File: src/rtl/fir_param_pkg.sv
// ----------------------------------------------------------------------------
// fir_param_pkg
// Shared types and constants for the FIR coefficient loader.
//   - state_e        : loader FSM state encoding
//   - REG_AW         : register-bus address width
//   - REG_IDLE_ADDR  : address driven while no transaction is in flight
//   - ERR_*          : err_code values
// ----------------------------------------------------------------------------
package fir_param_pkg;

    localparam int unsigned REG_AW = 12;
    localparam logic [REG_AW-1:0] REG_IDLE_ADDR = 12'hFFF;

    localparam logic [1:0] ERR_NONE = 2'd0;
    localparam logic [1:0] ERR_LEN  = 2'd1;
    localparam logic [1:0] ERR_TMO  = 2'd2;
    localparam logic [1:0] ERR_CMP  = 2'd3;

    typedef enum logic [2:0] {
        ST_IDLE  = 3'd0,
        ST_FETCH = 3'd1,
        ST_LATCH = 3'd2,
        ST_WRITE = 3'd3,
        ST_READ  = 3'd4,
        ST_NEXT  = 3'd5,
        ST_FIN   = 3'd6,
        ST_ERR   = 3'd7
    } state_e;

endpackage

File: src/rtl/reg_bus_timer.sv
// ----------------------------------------------------------------------------
// reg_bus_timer
// Wait-cycle counter for one register-bus transaction.
// Ports:
//   i_clk      clock
//   i_rst      asynchronous active-high reset
//   i_clr      synchronous clear (priority over i_en)
//   i_en       count one wait cycle
//   o_expired  high in the wait cycle that brings the count to TIMEOUT
// ----------------------------------------------------------------------------
module reg_bus_timer #(
    parameter int unsigned TIMEOUT = 64
) (
    input  logic i_clk,
    input  logic i_rst,
    input  logic i_clr,
    input  logic i_en,
    output logic o_expired
);

    localparam int unsigned CW = $clog2(TIMEOUT + 1);

    logic [CW-1:0] r_cnt;

    // The cycle holding count TIMEOUT-1 is the TIMEOUT-th wait cycle, so the
    // caller leaves the transaction on that edge.
    assign o_expired = i_en && (r_cnt == CW'(TIMEOUT - 1));

    always_ff @(posedge i_clk or posedge i_rst) begin
        if (i_rst) begin
            r_cnt <= '0;
        end else if (i_clr) begin
            r_cnt <= '0;
        end else if (i_en && !o_expired) begin
            r_cnt <= r_cnt + 1'b1;
        end
    end

endmodule

File: src/rtl/fir_param_loader.sv
// ----------------------------------------------------------------------------
// fir_param_loader
// Register-bus initiator that copies tap_len coefficients from a synchronous
// ROM into fir_mc at register addresses 0..tap_len-1, optionally reading each
// word back to confirm it.
// Ports:
//   i_clk, i_rst          register clock, async active-high reset
//   i_start, i_abort      load request (IDLE only) / synchronous abort
//   i_tap_len             word count, sampled on accepted start
//   o_coef_addr/o_coef_rd ROM address and read strobe (data next cycle)
//   i_coef_data           ROM data
//   o_reg_addr/o_reg_wr/o_reg_rd/o_reg_writedata   bus request
//   i_reg_ready/i_reg_readdata                     bus completion / read data
//   o_busy, o_done        not-IDLE flag, one-cycle success pulse
//   o_err, o_err_code, o_err_addr   sticky error status
// ----------------------------------------------------------------------------
module fir_param_loader
    import fir_param_pkg::*;
#(
    parameter int unsigned MAX_TAPS = 256,
    parameter int unsigned CAW      = 8,
    parameter bit          VERIFY   = 1'b1,
    parameter int unsigned TIMEOUT  = 64
) (
    input  logic              i_clk,
    input  logic              i_rst,
    input  logic              i_start,
    input  logic              i_abort,
    input  logic [11:0]       i_tap_len,
    output logic [CAW-1:0]    o_coef_addr,
    output logic              o_coef_rd,
    input  logic [31:0]       i_coef_data,
    output logic [11:0]       o_reg_addr,
    output logic              o_reg_wr,
    output logic              o_reg_rd,
    input  logic              i_reg_ready,
    output logic [31:0]       o_reg_writedata,
    input  logic [31:0]       i_reg_readdata,
    output logic              o_busy,
    output logic              o_done,
    output logic              o_err,
    output logic [1:0]        o_err_code,
    output logic [11:0]       o_err_addr
);

    localparam logic [REG_AW-1:0] MAX_LEN = REG_AW'(MAX_TAPS);

    state_e            r_state;
    logic [REG_AW-1:0] r_idx;
    logic [REG_AW-1:0] r_len;
    logic [REG_AW-1:0] r_reg_addr;
    logic              r_reg_wr;
    logic              r_reg_rd;
    logic [31:0]       r_wdata;
    logic              r_err;
    logic [1:0]        r_err_code;
    logic [REG_AW-1:0] r_err_addr;

    state_e            w_state_nxt;
    logic [REG_AW-1:0] w_idx_nxt;
    logic [REG_AW-1:0] w_len_nxt;
    logic [REG_AW-1:0] w_reg_addr_nxt;
    logic              w_reg_wr_nxt;
    logic              w_reg_rd_nxt;
    logic [31:0]       w_wdata_nxt;
    logic              w_err_nxt;
    logic [1:0]        w_err_code_nxt;
    logic [REG_AW-1:0] w_err_addr_nxt;

    logic              w_in_bus;
    logic              w_tmr_clr;
    logic              w_tmr_en;
    logic              w_expired;
    logic [REG_AW-1:0] w_idx_inc;

    // Timer runs only while a bus request is waiting; a completing ready
    // clears it so a READ following a WRITE starts from zero.
    assign w_in_bus  = (r_state == ST_WRITE) || (r_state == ST_READ);
    assign w_tmr_clr = !w_in_bus || i_reg_ready;
    assign w_tmr_en  = w_in_bus && !i_reg_ready;
    assign w_idx_inc = r_idx + 12'd1;

    reg_bus_timer #(
        .TIMEOUT (TIMEOUT)
    ) u_timer (
        .i_clk     (i_clk),
        .i_rst     (i_rst),
        .i_clr     (w_tmr_clr),
        .i_en      (w_tmr_en),
        .o_expired (w_expired)
    );

    always_comb begin
        w_state_nxt    = r_state;
        w_idx_nxt      = r_idx;
        w_len_nxt      = r_len;
        w_reg_addr_nxt = r_reg_addr;
        w_reg_wr_nxt   = r_reg_wr;
        w_reg_rd_nxt   = r_reg_rd;
        w_wdata_nxt    = r_wdata;
        w_err_nxt      = r_err;
        w_err_code_nxt = r_err_code;
        w_err_addr_nxt = r_err_addr;

        if (i_abort) begin
            // Abort silently parks the bus; error status is left untouched.
            w_state_nxt    = ST_IDLE;
            w_reg_wr_nxt   = 1'b0;
            w_reg_rd_nxt   = 1'b0;
            w_reg_addr_nxt = REG_IDLE_ADDR;
        end else begin
            unique case (r_state)
                ST_IDLE: begin
                    if (i_start) begin
                        w_err_nxt      = 1'b0;
                        w_err_code_nxt = ERR_NONE;
                        w_err_addr_nxt = '0;
                        w_idx_nxt      = '0;
                        w_len_nxt      = i_tap_len;
                        if (i_tap_len == '0) begin
                            w_state_nxt = ST_FIN;
                        end else if (i_tap_len > MAX_LEN) begin
                            w_state_nxt    = ST_ERR;
                            w_err_nxt      = 1'b1;
                            w_err_code_nxt = ERR_LEN;
                            w_err_addr_nxt = i_tap_len;
                        end else begin
                            w_state_nxt = ST_FETCH;
                        end
                    end
                end

                ST_FETCH: begin
                    w_state_nxt = ST_LATCH;
                end

                ST_LATCH: begin
                    // ROM data from the FETCH strobe is valid in this cycle.
                    w_wdata_nxt    = i_coef_data;
                    w_reg_addr_nxt = r_idx;
                    w_reg_wr_nxt   = 1'b1;
                    w_state_nxt    = ST_WRITE;
                end

                ST_WRITE: begin
                    if (i_reg_ready) begin
                        w_reg_wr_nxt = 1'b0;
                        if (VERIFY) begin
                            w_reg_rd_nxt = 1'b1;
                            w_state_nxt  = ST_READ;
                        end else begin
                            w_reg_addr_nxt = REG_IDLE_ADDR;
                            w_state_nxt    = ST_NEXT;
                        end
                    end else if (w_expired) begin
                        w_reg_wr_nxt   = 1'b0;
                        w_reg_addr_nxt = REG_IDLE_ADDR;
                        w_state_nxt    = ST_ERR;
                        w_err_nxt      = 1'b1;
                        w_err_code_nxt = ERR_TMO;
                        w_err_addr_nxt = r_reg_addr;
                    end
                end

                ST_READ: begin
                    if (i_reg_ready) begin
                        w_reg_rd_nxt   = 1'b0;
                        w_reg_addr_nxt = REG_IDLE_ADDR;
                        if (i_reg_readdata != r_wdata) begin
                            w_state_nxt    = ST_ERR;
                            w_err_nxt      = 1'b1;
                            w_err_code_nxt = ERR_CMP;
                            w_err_addr_nxt = r_reg_addr;
                        end else begin
                            w_state_nxt = ST_NEXT;
                        end
                    end else if (w_expired) begin
                        w_reg_rd_nxt   = 1'b0;
                        w_reg_addr_nxt = REG_IDLE_ADDR;
                        w_state_nxt    = ST_ERR;
                        w_err_nxt      = 1'b1;
                        w_err_code_nxt = ERR_TMO;
                        w_err_addr_nxt = r_reg_addr;
                    end
                end

                ST_NEXT: begin
                    w_idx_nxt = w_idx_inc;
                    if (w_idx_inc == r_len) begin
                        w_state_nxt = ST_FIN;
                    end else begin
                        w_state_nxt = ST_FETCH;
                    end
                end

                ST_FIN: begin
                    w_state_nxt = ST_IDLE;
                end

                ST_ERR: begin
                    w_state_nxt = ST_IDLE;
                end

                default: begin
                    w_state_nxt = ST_IDLE;
                end
            endcase
        end
    end

    always_ff @(posedge i_clk or posedge i_rst) begin
        if (i_rst) begin
            r_state    <= ST_IDLE;
            r_idx      <= '0;
            r_len      <= '0;
            r_reg_addr <= REG_IDLE_ADDR;
            r_reg_wr   <= 1'b0;
            r_reg_rd   <= 1'b0;
            r_wdata    <= '0;
            r_err      <= 1'b0;
            r_err_code <= ERR_NONE;
            r_err_addr <= '0;
        end else begin
            r_state    <= w_state_nxt;
            r_idx      <= w_idx_nxt;
            r_len      <= w_len_nxt;
            r_reg_addr <= w_reg_addr_nxt;
            r_reg_wr   <= w_reg_wr_nxt;
            r_reg_rd   <= w_reg_rd_nxt;
            r_wdata    <= w_wdata_nxt;
            r_err      <= w_err_nxt;
            r_err_code <= w_err_code_nxt;
            r_err_addr <= w_err_addr_nxt;
        end
    end

    assign o_coef_addr     = CAW'(r_idx);
    assign o_coef_rd       = (r_state == ST_FETCH);
    assign o_reg_addr      = r_reg_addr;
    assign o_reg_wr        = r_reg_wr;
    assign o_reg_rd        = r_reg_rd;
    assign o_reg_writedata = r_wdata;
    assign o_busy          = (r_state != ST_IDLE);
    assign o_done          = (r_state == ST_FIN);
    assign o_err           = r_err;
    assign o_err_code      = r_err_code;
    assign o_err_addr      = r_err_addr;

endmodule
File: config.mk
export PLATFORM = sky130hd
export DESIGN_NAME = fir_param_loader
export DESIGN_NICKNAME = d
export VERILOG_FILES = /design/src/rtl/fir_param_pkg.sv /design/src/rtl/reg_bus_timer.sv /design/src/rtl/fir_param_loader.sv
export SDC_FILE = /design/constraint.sdc
export NUM_CORES = 1
export LEC_CHECK = 0
export CAP_MARGIN = 20
export CORE_MARGIN = 2
export CORE_UTILIZATION = 40
export CTS_CLUSTER_SIZE = 16
export DETAILED_ROUTE_END_ITERATION = 8
export PLACE_DENSITY = 0.78
export SLEW_MARGIN = 25
export SYNTH_ARGS = -nofsm -noshare
export SYNTH_HDL_FRONTEND = slang
export SYNTH_SLANG_ARGS = --single-unit
export TNS_END_PERCENT = 5
File: constraint.sdc
create_clock -name i_clk -period 3.5 [get_ports i_clk]
set_input_delay 0.875 -clock i_clk [delete_from_list [all_inputs] [get_ports i_clk]]
set_output_delay 0.875 -clock i_clk [all_outputs]
set_load 0.02 [all_outputs]
==> results of run 1 <==
==> area by class of cell <==
type	instances	area (um2)	area share, %
Tap cell	168	210	3.05
Sequential cell	95	2390	34.7
Timing Repair Buffer	164	1610	23.4
Clock buffer	10	239	3.47
Clock inverter	6	73.8	1.07
Inverter	7	27.5	0.399
Multi-Input combinational cell	382	2340	33.9
==> layout by cell type, fill, tap and decap left out, drive strengths merged, types with 3 or more instances in the layout <==
cell,count
or2,4
nand2,112
o31ai,8
dfrtp,83
o41ai,4
inv,9
nand4,6
o22a,11
o211ai,3
a21oi,20
nand3,14
nor2,25
dfstp,12
mux2i,4
xnor2,27
o21ai,25
a22o,24
clkbuf,10
and2,3
nor3,7
nor2b,8
mux2,12
xor2,23
buf,12
clkdlybuf4s50,152
or3,3
and3,4
nand2b,3
nor4,10
==> cell families (layout without fill, tap and decap cells) <==
group / count (synthesis) / in the layout / synth area share (%)
flops: 95 / 95 / 48.1
compound gates: 110 / 110 / 15.7
simple gates: 204 / 204 / 18.4
xor+xnor: 50 / 50 / 8.81
mux: 16 / 16 / 3.52
buf+inv: 49 / 187 / 4.93
fa+ha+maj: 2 / 2 / 0.503
==> critical path, delay by kind of cell (launching register included) <==
| family | cells | cell delay, ps |
|---|---|---|
| buffers and inverters | 2 | 800 |
| flip-flops | 1 | 560 |
| AND/OR/NAND/NOR | 1 | 440 |
==> stage by stage <==
stage	hold WS, ps	total power (uW)	area [um2]
floorplan	485	3020	4970
global placement	498	3980	6580
global route	547	5340	6890
CTS	527	5080	6890
finish	524	5060	6890
detailed placement	493	4030	6580
==> power groups by stage <==
stage	sequential, uW	clock (uW)	combinational, uW
global placement	1910	0	2070
detailed placement	1900	0	2130
floorplan	2130	0	886
finish	1900	1030	2120
CTS	1900	1040	2140
global route	1950	1100	2300
==> sequential cells by signal (all words and copies together) (netlist names) <==
name / cells
o_reg_wr: 1
o_err: 1
o_reg_writedata: 32
o_reg_addr: 12
o_err_code: 2
o_err_addr: 12
r_state: 3
r_idx: 12
o_reg_rd: 1
u_timer.r_cnt: 7
r_len: 12
==> metal layers <==
layer  vias up  GRT usage (%)  share of wire [%]
li1       2093              -                  -
met1      2136           28.3                 41
met2       194           35.8                 48
met3        34           5.91                7.2
met4         0           10.5                3.5
met5         -              0                  0
==> worst paths after layout <==
| path | slack [ps] | cells past startpoint | to | start |
|---|---|---|---|---|
| worst max-delay path | 490 | 3 | o_busy | r_state[2]$_DFFE_PP0P_ |
| min in group asynchronous | 700 | 2 | o_reg_writedata[19]$_DFFE_PP0P_ | i_rst |
| max in group asynchronous | 1980 | 3 | r_state[0]$_DFFE_PP0P_ | i_rst |
| worst min-delay path | 520 | 1 | o_err_addr[1]$_DFFE_PP0P_ | o_err_addr[1]$_DFFE_PP0P_ |
| worst min register to register | 520 | 1 | o_err_addr[1]$_DFFE_PP0P_ | o_err_addr[1]$_DFFE_PP0P_ |
| worst max register to register | 630 | 8 | r_state[2]$_DFFE_PP0P_ | r_idx[0]$_DFFE_PP0P_ |
==> flow_metrics.py, run 1 <==
metrics = {
    "power_and_ir_drop": {
        "p_switching_uw": 1910,
        "peakVddDrop_uv": 513,
        "power_density_nw_per_um2": 734,
        "internal_power_uw": 3150,
        "swShare_pct": 37.8,
        "p_leak_uw": 0.00291,
        "clkPwrFrac_pct": 20.4,
        "pwr-share-seq_pct": 37.6,
        "pwr-share-comb_pct": 42.0,
    },
    "worst_setup_path": {
        "critPathLaunchType": "register",
        "worstPathArrival_ps": 2140,
        "worstSetupPathType": "register to output pin",
        "worstPathRequired_ps": 2620,
        "crit_slowest_cell": "clkdlybuf4s50_1",
        "path_cells": "nor3_1 > inv_1 > clkdlybuf4s50_1",
        "cpPeakStageDelay_ps": 580,
        "cp_max_fo": 18,
        "cp-end-kind": "output pin",
    },
    "worst_hold_path": {
        "hold_class": "register to register",
    },
    "clocking": {
        "htreeDepth": 3,
        "clock_sinks": 95,
        "cts_root_buf": "clkbuf_16",
        "clk_pin_slew_ps": 70,
        "cts-resized-gates": 0,
        "hold_buffers": 0,
        "numCtsBuffers": 9,
        "clk_latency_ps": 350,
        "clockBufferDepth": 2,
        "cts_tree": "yes",
        "cts_setup_buffers": 0,
    },
    "sta": {
        "worst_slack_ps": 485,
        "tightest_slew_ps": 663,
        "report.final.hold_viol_count": 0,
        "rsz0062_at_grt": "no",
        "slew_viol_final": 0,
        "fin_tns_setup_ps": 0,
        "skew_ps": 11.4,
        "max_freq_ghz": 0.332,
        "min_period_ps": 3010,
        "max_slew_margin_pct": 55.8,
        "setup_viol": 0,
        "finalCritPeriodShare_pct": 86.1,
    },
    "routing": {
        "wl_per_cell_um": 17.1,
        "ant_nets": 0,
        "drtPass1Iterations": 5,
        "drcViolationCount": 0,
        "vias_per_cell": 5.36,
        "first_iter_violations": 397,
        "vias": 4457,
        "wl_mm": 14.2,
    },
    "final_layout": {
        "fin_cells": 832,
        "drive_gt1_share_pct": 8.73,
        "final_core_util_pct": 57.1,
        "antenna_cells": 0,
        "fin_nets": 742,
        "syn_to_final_growth_pct": 38.6,
        "fillers": 1008,
    },
    "global_routing": {
        "track_usage_pct": 22.3,
        "antenna_found_initial": 0,
        "overflow": 0,
        "grt_max_degree": 54,
        "grt_pass1_vias": 4466,
        "grt_pass1_wl_mm": 22.9,
    },
    "logic_synthesis": {
        "ys_seq_area_share_pct": 48.1,
        "synth_area_leaders": "dfrtp_1, nand2_1, dfstp_2, xnor2_1, a22o_1",
        "yosys-top-cells-count": "nand2_1, dfrtp_1, xnor2_1",
        "synth-edff-count": 0,
        "synth.cell_area_um2": 4970,
        "ys_seq_elements": 95,
        "yosys.area.top_type": "dfrtp_1",
        "avgSynthCellArea_um2": 9.45,
        "synth_warnings": 0,
        "ys.flop_type": "dfrtp_1",
        "yosys.area.top_type_share_pct": 41.8,
        "synthCells": 526,
        "syn-num-nets": 609,
        "synthArstFlopShare_pct": 100,
        "synth.distinct_cells": 51,
        "synth_most_common_cell": "nand2_1",
    },
    "die": {
        "ioPinCount": 153,
        "die_w_um": 115,
        "chipHeight_um": 115,
        "initial_utilization_pct": 41.2,
        "design.die.area_um2": 13300,
        "core_um2": 12100,
        "std_cell_rows": 40,
    },
    "place": {
        "hpwl_mm": 10.7,
        "port_buffers": 152,
        "place_inst": 816,
        "gp_congestion": 0.856,
        "dpl_worst_slack_ps": 375,
    },
    "status": {
        "status": "completed",
    },
    "job": {
        "max_cap_violations": 0,
    },
}
No activity file was read; power rests on OpenSTA's default activity.
==> inputs of run 2 (changes only) <==
--- a/config.mk
+++ b/config.mk
@@ -11,6 +11,7 @@
 export CTS_CLUSTER_SIZE = 16
 export DETAILED_ROUTE_END_ITERATION = 8
 export PLACE_DENSITY = 0.78
+export REMOVE_ABC_BUFFERS = 1
 export SLEW_MARGIN = 25
 export SYNTH_ARGS = -nofsm -noshare
 export SYNTH_HDL_FRONTEND = slang
==> run 2 against run 1 <==
Die area is the same. Global-route usage fell by 0.78 points. Routed wire length down 0.49%. Power rose by 1.2%. Critical path type is now input pin to register. Utilization up 0.31 points.
==> flow_metrics.py, run 2 (synthesis gave the netlist of run 1 again) <==
metrics = {
    "final_layout": {
        "antenna_cells": 0,
        "finish.instance_area_um2": 6930,
        "multi_input_area_um2": 2340,
        "regArea_um2": 2390,
        "drive_gt1_share_pct": 8.58,
        "final_cell_mix": "clkdlybuf4s50_1, nand2_1, dfrtp_1, xnor2_1",
        "layout_commonest_cell": "clkdlybuf4s50_1",
        "syn_to_final_growth_pct": 39.4,
        "largest_reg_flops": 32,
        "fin_nets": 742,
        "fillers": 1040,
    },
    "global_routing": {
        "overflow": 0,
        "grt_pass1_wl_mm": 22.5,
        "antenna_found_initial": 0,
        "grt_max_degree": 79,
        "track_usage_pct": 21.5,
        "grt_pass1_vias": 4454,
    },
    "routing": {
        "first_iter_violations": 257,
        "wl_per_cell_um": 17.0,
        "vias_per_cell": 5.35,
        "drcViolationCount": 0,
        "ant_nets": 0,
        "wl_mm": 14.1,
        "drtPass1Iterations": 6,
        "vias": 4448,
    },
    "clocking": {
        "clk_latency_ps": 340,
        "cts_tree": "yes",
        "cts_setup_buffers": 0,
        "clk_pin_slew_ps": 60,
        "numCtsBuffers": 9,
        "clock_sinks": 95,
        "htreeDepth": 3,
        "hold_buffers": 0,
        "cts-resized-gates": 0,
        "cts_root_buf": "clkbuf_16",
        "clockBufferDepth": 2,
    },
    "sta": {
        "min_period_ps": 2970,
        "rsz0062_at_grt": "no",
        "max_slew_margin_pct": 51.3,
        "fin_tns_setup_ps": 0,
        "tightest_slew_ps": 729,
        "setup_viol": 0,
        "max_freq_ghz": 0.337,
        "skew_ps": 7.04,
        "finalCritPeriodShare_pct": 84.9,
        "slew_viol_final": 0,
        "report.final.hold_viol_count": 0,
    },
    "die": {
        "design.die.area_um2": 13300,
        "ioPinCount": 153,
        "chipHeight_um": 115,
        "die_w_um": 115,
        "initial_utilization_pct": 41.2,
        "std_cell_rows": 40,
        "core_um2": 12100,
    },
    "worst_setup_path": {
        "rr_startpoint": "r_idx[0]$_DFFE_PP0P_",
        "worstPathRequired_ps": 3730,
        "critPathLaunchType": "input pin",
        "worstPathArrival_ps": 3200,
        "cp_max_fo": 9,
        "cp-end-kind": "register",
        "worstSetupPathType": "input pin to register",
        "crit_start": "i_tap_len[0]",
    },
    "power_and_ir_drop": {
        "pwr-share-seq_pct": 36.3,
        "power_density_nw_per_um2": 739,
        "swShare_pct": 36.2,
        "clkPwrFrac_pct": 21.9,
        "p_leak_uw": 0.00293,
        "p_switching_uw": 1850,
        "peakVddDrop_uv": 294,
        "pwr-share-comb_pct": 41.8,
        "internal_power_uw": 3270,
    },
    "place": {
        "hpwl_mm": 10.4,
        "gp_congestion": 0.883,
        "port_buffers": 152,
        "placed_area_um2": 6590,
    },
    "worst_hold_path": {
        "holdCritStartpoint": "o_err_addr[9]$_DFFE_PP0P_",
        "hold_class": "register to register",
    },
    "job": {
        "max_cap_violations": 0,
    },
    "status": {
        "status": "completed",
    },
}
-- run 2: cell types whose count changed in the layout (fill, tap and decap cells not counted), sizes merged --
cell      change
bufinv        +2
inv           -2
clkinvlp      -2
clkinv        +2
-- run 2: critical path: stages --
cell             delay (ps)
clkdlybuf4s50_1         450
nor4_1                  400
nand2_1                 160
a2111oi_0               560
nor2b_1                 310
a22o_1                  260
a22o_1                  180
-- run 2: metal layers --
metal	up-vias	global-route usage [%]	wire length (um)	share of wire, %
met1	2155	27.6	5690	40
li1	2088	-	-	-
met2	168	35.3	7020	50
met4	0	9.88	527	3.7
met5	-	0	0	0
met3	37	4.34	888	6.3
-- run 2: power by group through the flow --
stage / sequential (uW) / clock, uW / combinational, uW
floorplan: 2160 / 0 / 827
global placement: 1860 / 0 / 2080
detailed placement: 1870 / 0 / 2140
CTS: 1860 / 1140 / 2150
global route: 1910 / 1180 / 2310
finish: 1860 / 1120 / 2140
-- run 2: area by class of cell --
| class | instances | share of cell area [%] |
|---|---|---|
| inverter | 7 | 0.397 |
| clock buffer | 10 | 3.30 |
| clock inverter | 6 | 1.57 |
| sequential | 95 | 34.5 |
| tap | 168 | 3.03 |
| timing repair buffer | 164 | 23.4 |
| multi-input combinational | 382 | 33.7 |
-- run 2: worst paths after layout --
kind / to / depth (start not counted) / slack (ps)
setup / recovery: o_err_addr[0]$_DFFE_PP0P_ / 7 / 530
hold / removal: o_err_addr[9]$_DFFE_PP0P_ / 1 / 500
setup reg to reg: r_state[2]$_DFFE_PP0P_ / 8 / 690
hold reg to reg: o_err_addr[9]$_DFFE_PP0P_ / 1 / 500
max in group asynchronous: o_reg_addr[6]$_DFFE_PP1P_ / 3 / 1940
min in group asynchronous: o_reg_writedata[8]$_DFFE_PP0P_ / 2 / 820
-- run 2: stage by stage --
step / setup slack (ps) / total power, uW / hold slack (ps) / instances / util [%]
finish: 530 / 5120 / 499 / 832 / 57.4
global route: 405 / 5410 / 531 / 832 / 57.4
CTS: 580 / 5140 / 508 / 832 / 57.4
detailed placement: 235 / 4010 / 494 / 816 / 54.6
global placement: 295 / 3940 / 485 / 816 / 54.6
floorplan: 168 / 2980 / 485 / 484 / -
==> inputs of run 3 (changes only) <==
--- a/config.mk
+++ b/config.mk
@@ -10,7 +10,7 @@
 export CORE_UTILIZATION = 40
 export CTS_CLUSTER_SIZE = 16
 export DETAILED_ROUTE_END_ITERATION = 8
-export PLACE_DENSITY = 0.78
+export PLACE_DENSITY = 0.75
 export REMOVE_ABC_BUFFERS = 1
 export SLEW_MARGIN = 25
 export SYNTH_ARGS = -nofsm -noshare
==> constraint.sdc (replaced) <==
create_clock -name i_clk -period 2.9 [get_ports i_clk]
set_input_delay 0.725 -clock i_clk [delete_from_list [all_inputs] [get_ports i_clk]]
set_output_delay 0.725 -clock i_clk [all_outputs]
set_load 0.02 [all_outputs]
==> run 3 against run 2 <==
Sequential power increased by 21%. Sequential share of layout area fell by 0.77 points. Non-clock buffer count rose by 23. Power rose by 19%. Worst hold slack gained 3.9 ps. First-iteration DRC count increased by 32%. Critical path type is now register to output pin. Critical endpoint is now o_busy.
==> flow_metrics.py, run 3 (synthesis gave the netlist of run 1 again) <==
metrics = {
    "die": {
        "design.die.area_um2": 13300,
        "core_um2": 12100,
        "std_cell_rows": 40,
        "ioPinCount": 153,
        "die_w_um": 115,
        "chipHeight_um": 115,
        "initial_utilization_pct": 41.2,
    },
    "routing": {
        "wl_mm": 14.0,
        "vias": 4458,
        "drtPass1Iterations": 5,
        "first_iter_violations": 340,
        "vias_per_cell": 5.21,
        "drcViolationCount": 0,
        "wl_per_cell_um": 16.3,
        "ant_nets": 0,
    },
    "power_and_ir_drop": {
        "peakVddDrop_uv": 387,
        "p_leak_uw": 0.00303,
        "power_density_nw_per_um2": 860,
    },
    "clocking": {
        "htreeDepth": 3,
        "clock_sinks": 95,
        "clk_latency_ps": 340,
        "numCtsBuffers": 9,
        "clk_pin_slew_ps": 60,
        "cts_tree": "yes",
        "hold_buffers": 0,
        "cts_setup_buffers": 0,
        "clockBufferDepth": 2,
        "cts_root_buf": "clkbuf_16",
    },
    "final_layout": {
        "fin_nets": 765,
        "final_core_util_pct": 58.8,
        "syn_to_final_growth_pct": 42.6,
        "fin_cells": 855,
        "layout_commonest_cell": "clkdlybuf4s50_1",
        "antenna_cells": 0,
        "final_cell_mix": "clkdlybuf4s50_1, nand2_1, dfrtp_1, buf_4, xnor2_1",
        "multi_input_area_um2": 2340,
        "largest_reg_flops": 32,
        "regArea_um2": 2390,
        "fillers": 1019,
        "drive_gt1_share_pct": 11.6,
    },
    "place": {
        "hpwl_mm": 10.4,
        "port_buffers": 152,
        "gp_congestion": 0.867,
        "place_inst": 839,
    },
    "global_routing": {
        "grt_max_degree": 96,
        "antenna_found_initial": 0,
        "grt_pass1_vias": 4521,
        "grt_pass1_wl_mm": 22.3,
        "overflow": 0,
        "track_usage_pct": 21.4,
    },
    "sta": {
        "max_slew_margin_pct": 54.8,
        "whs_ps": 503,
        "report.final.hold_viol_count": 0,
        "skew_ps": 7.01,
        "fin_tns_setup_ps": 0,
        "finalCritPeriodShare_pct": 94.3,
        "min_period_ps": 2730,
        "slew_viol_final": 0,
        "rsz0062_at_grt": "no",
        "tightest_slew_ps": 676,
        "max_freq_ghz": 0.366,
        "setup_viol": 0,
    },
    "worst_setup_path": {
        "cp-end-kind": "output pin",
        "worstPathRequired_ps": 2170,
        "worstSetupPathType": "register to output pin",
        "critPathLaunchType": "register",
        "worstPathArrival_ps": 2010,
        "cp_max_fo": 18,
    },
    "job": {
        "max_cap_violations": 0,
    },
    "status": {
        "status": "completed",
    },
    "worst_hold_path": {
        "hold_class": "register to register",
    },
}
-- run 3: cell type report --
| class | instances | area share (%) |
|---|---|---|
| Timing Repair Buffer | 187 | 25.3 |
| Sequential cell | 95 | 33.8 |
| Tap cell | 168 | 2.97 |
| Multi-Input combinational cell | 382 | 33.1 |
| Clock inverter | 3 | 0.953 |
| Inverter | 7 | 0.388 |
| Clock buffer | 13 | 3.53 |
-- run 3: repair_timing --
| item | 4_1_cts | 5_1_grt |
|---|---|---|
| endpoints found under the hold margin | 0 | 0 |
| setup endpoints to repair | 0 | 2 |
| gates resized for setup | 0 | 2 |
-- run 3: per-layer routing --
metal  vias to the layer above  global-route usage (%)  part of all wire, %
li1                       2138                       -                    -
met1                      2149                    27.9                   42
met4                         0                    7.07                  2.1
met5                         -                       0                    0
met3                        23                    4.29                  5.4
met2                       148                    35.9                   51
-- run 3: final timing paths --
check | from | end | slack (ps) | cells past startpoint
hold / removal | o_err_addr[9]$_DFFE_PP0P_ | o_err_addr[9]$_DFFE_PP0P_ | 500 | 1
hold reg to reg | o_err_addr[9]$_DFFE_PP0P_ | o_err_addr[9]$_DFFE_PP0P_ | 500 | 1
max in group asynchronous | i_rst | o_reg_addr[10]$_DFFE_PP1P_ | 1690 | 3
min in group asynchronous | i_rst | o_reg_writedata[3]$_DFFE_PP0P_ | 800 | 3
setup / recovery | r_state[2]$_DFFE_PP0P_ | o_busy | 170 | 3
setup reg to reg | r_idx[0]$_DFFE_PP0P_ | r_state[2]$_DFFE_PP0P_ | 240 | 8
-- run 3: worst max-delay path, cell delays in order, from the launching register on --
cell             delay (ps)
dfrtp_1                 570
nor3_2                  360
inv_1                   150
clkdlybuf4s50_1         590
-- run 3: report_power, final --
part,internal (uW),leakage (uW),switching (uW)
Sequential,1800,0.00118,445
Combinational,1320,0.00170,1270
Clock,780,0.000150,474
Total,3900,0.00303,2190
-- run 3: metrics by stage --
| step | area [um2] | setup WS (ps) | power, uW |
|---|---|---|---|
| final | 7090 | 166 | 6090 |
| after detailed placement | 6760 | -140 | 4850 |
| after CTS | 7080 | 92.6 | 6140 |
| after floorplan | 4750 | -282 | 3600 |
| after global routing | 7090 | 1.03 | 6460 |
| after global placement | 6760 | -57.9 | 4780 |
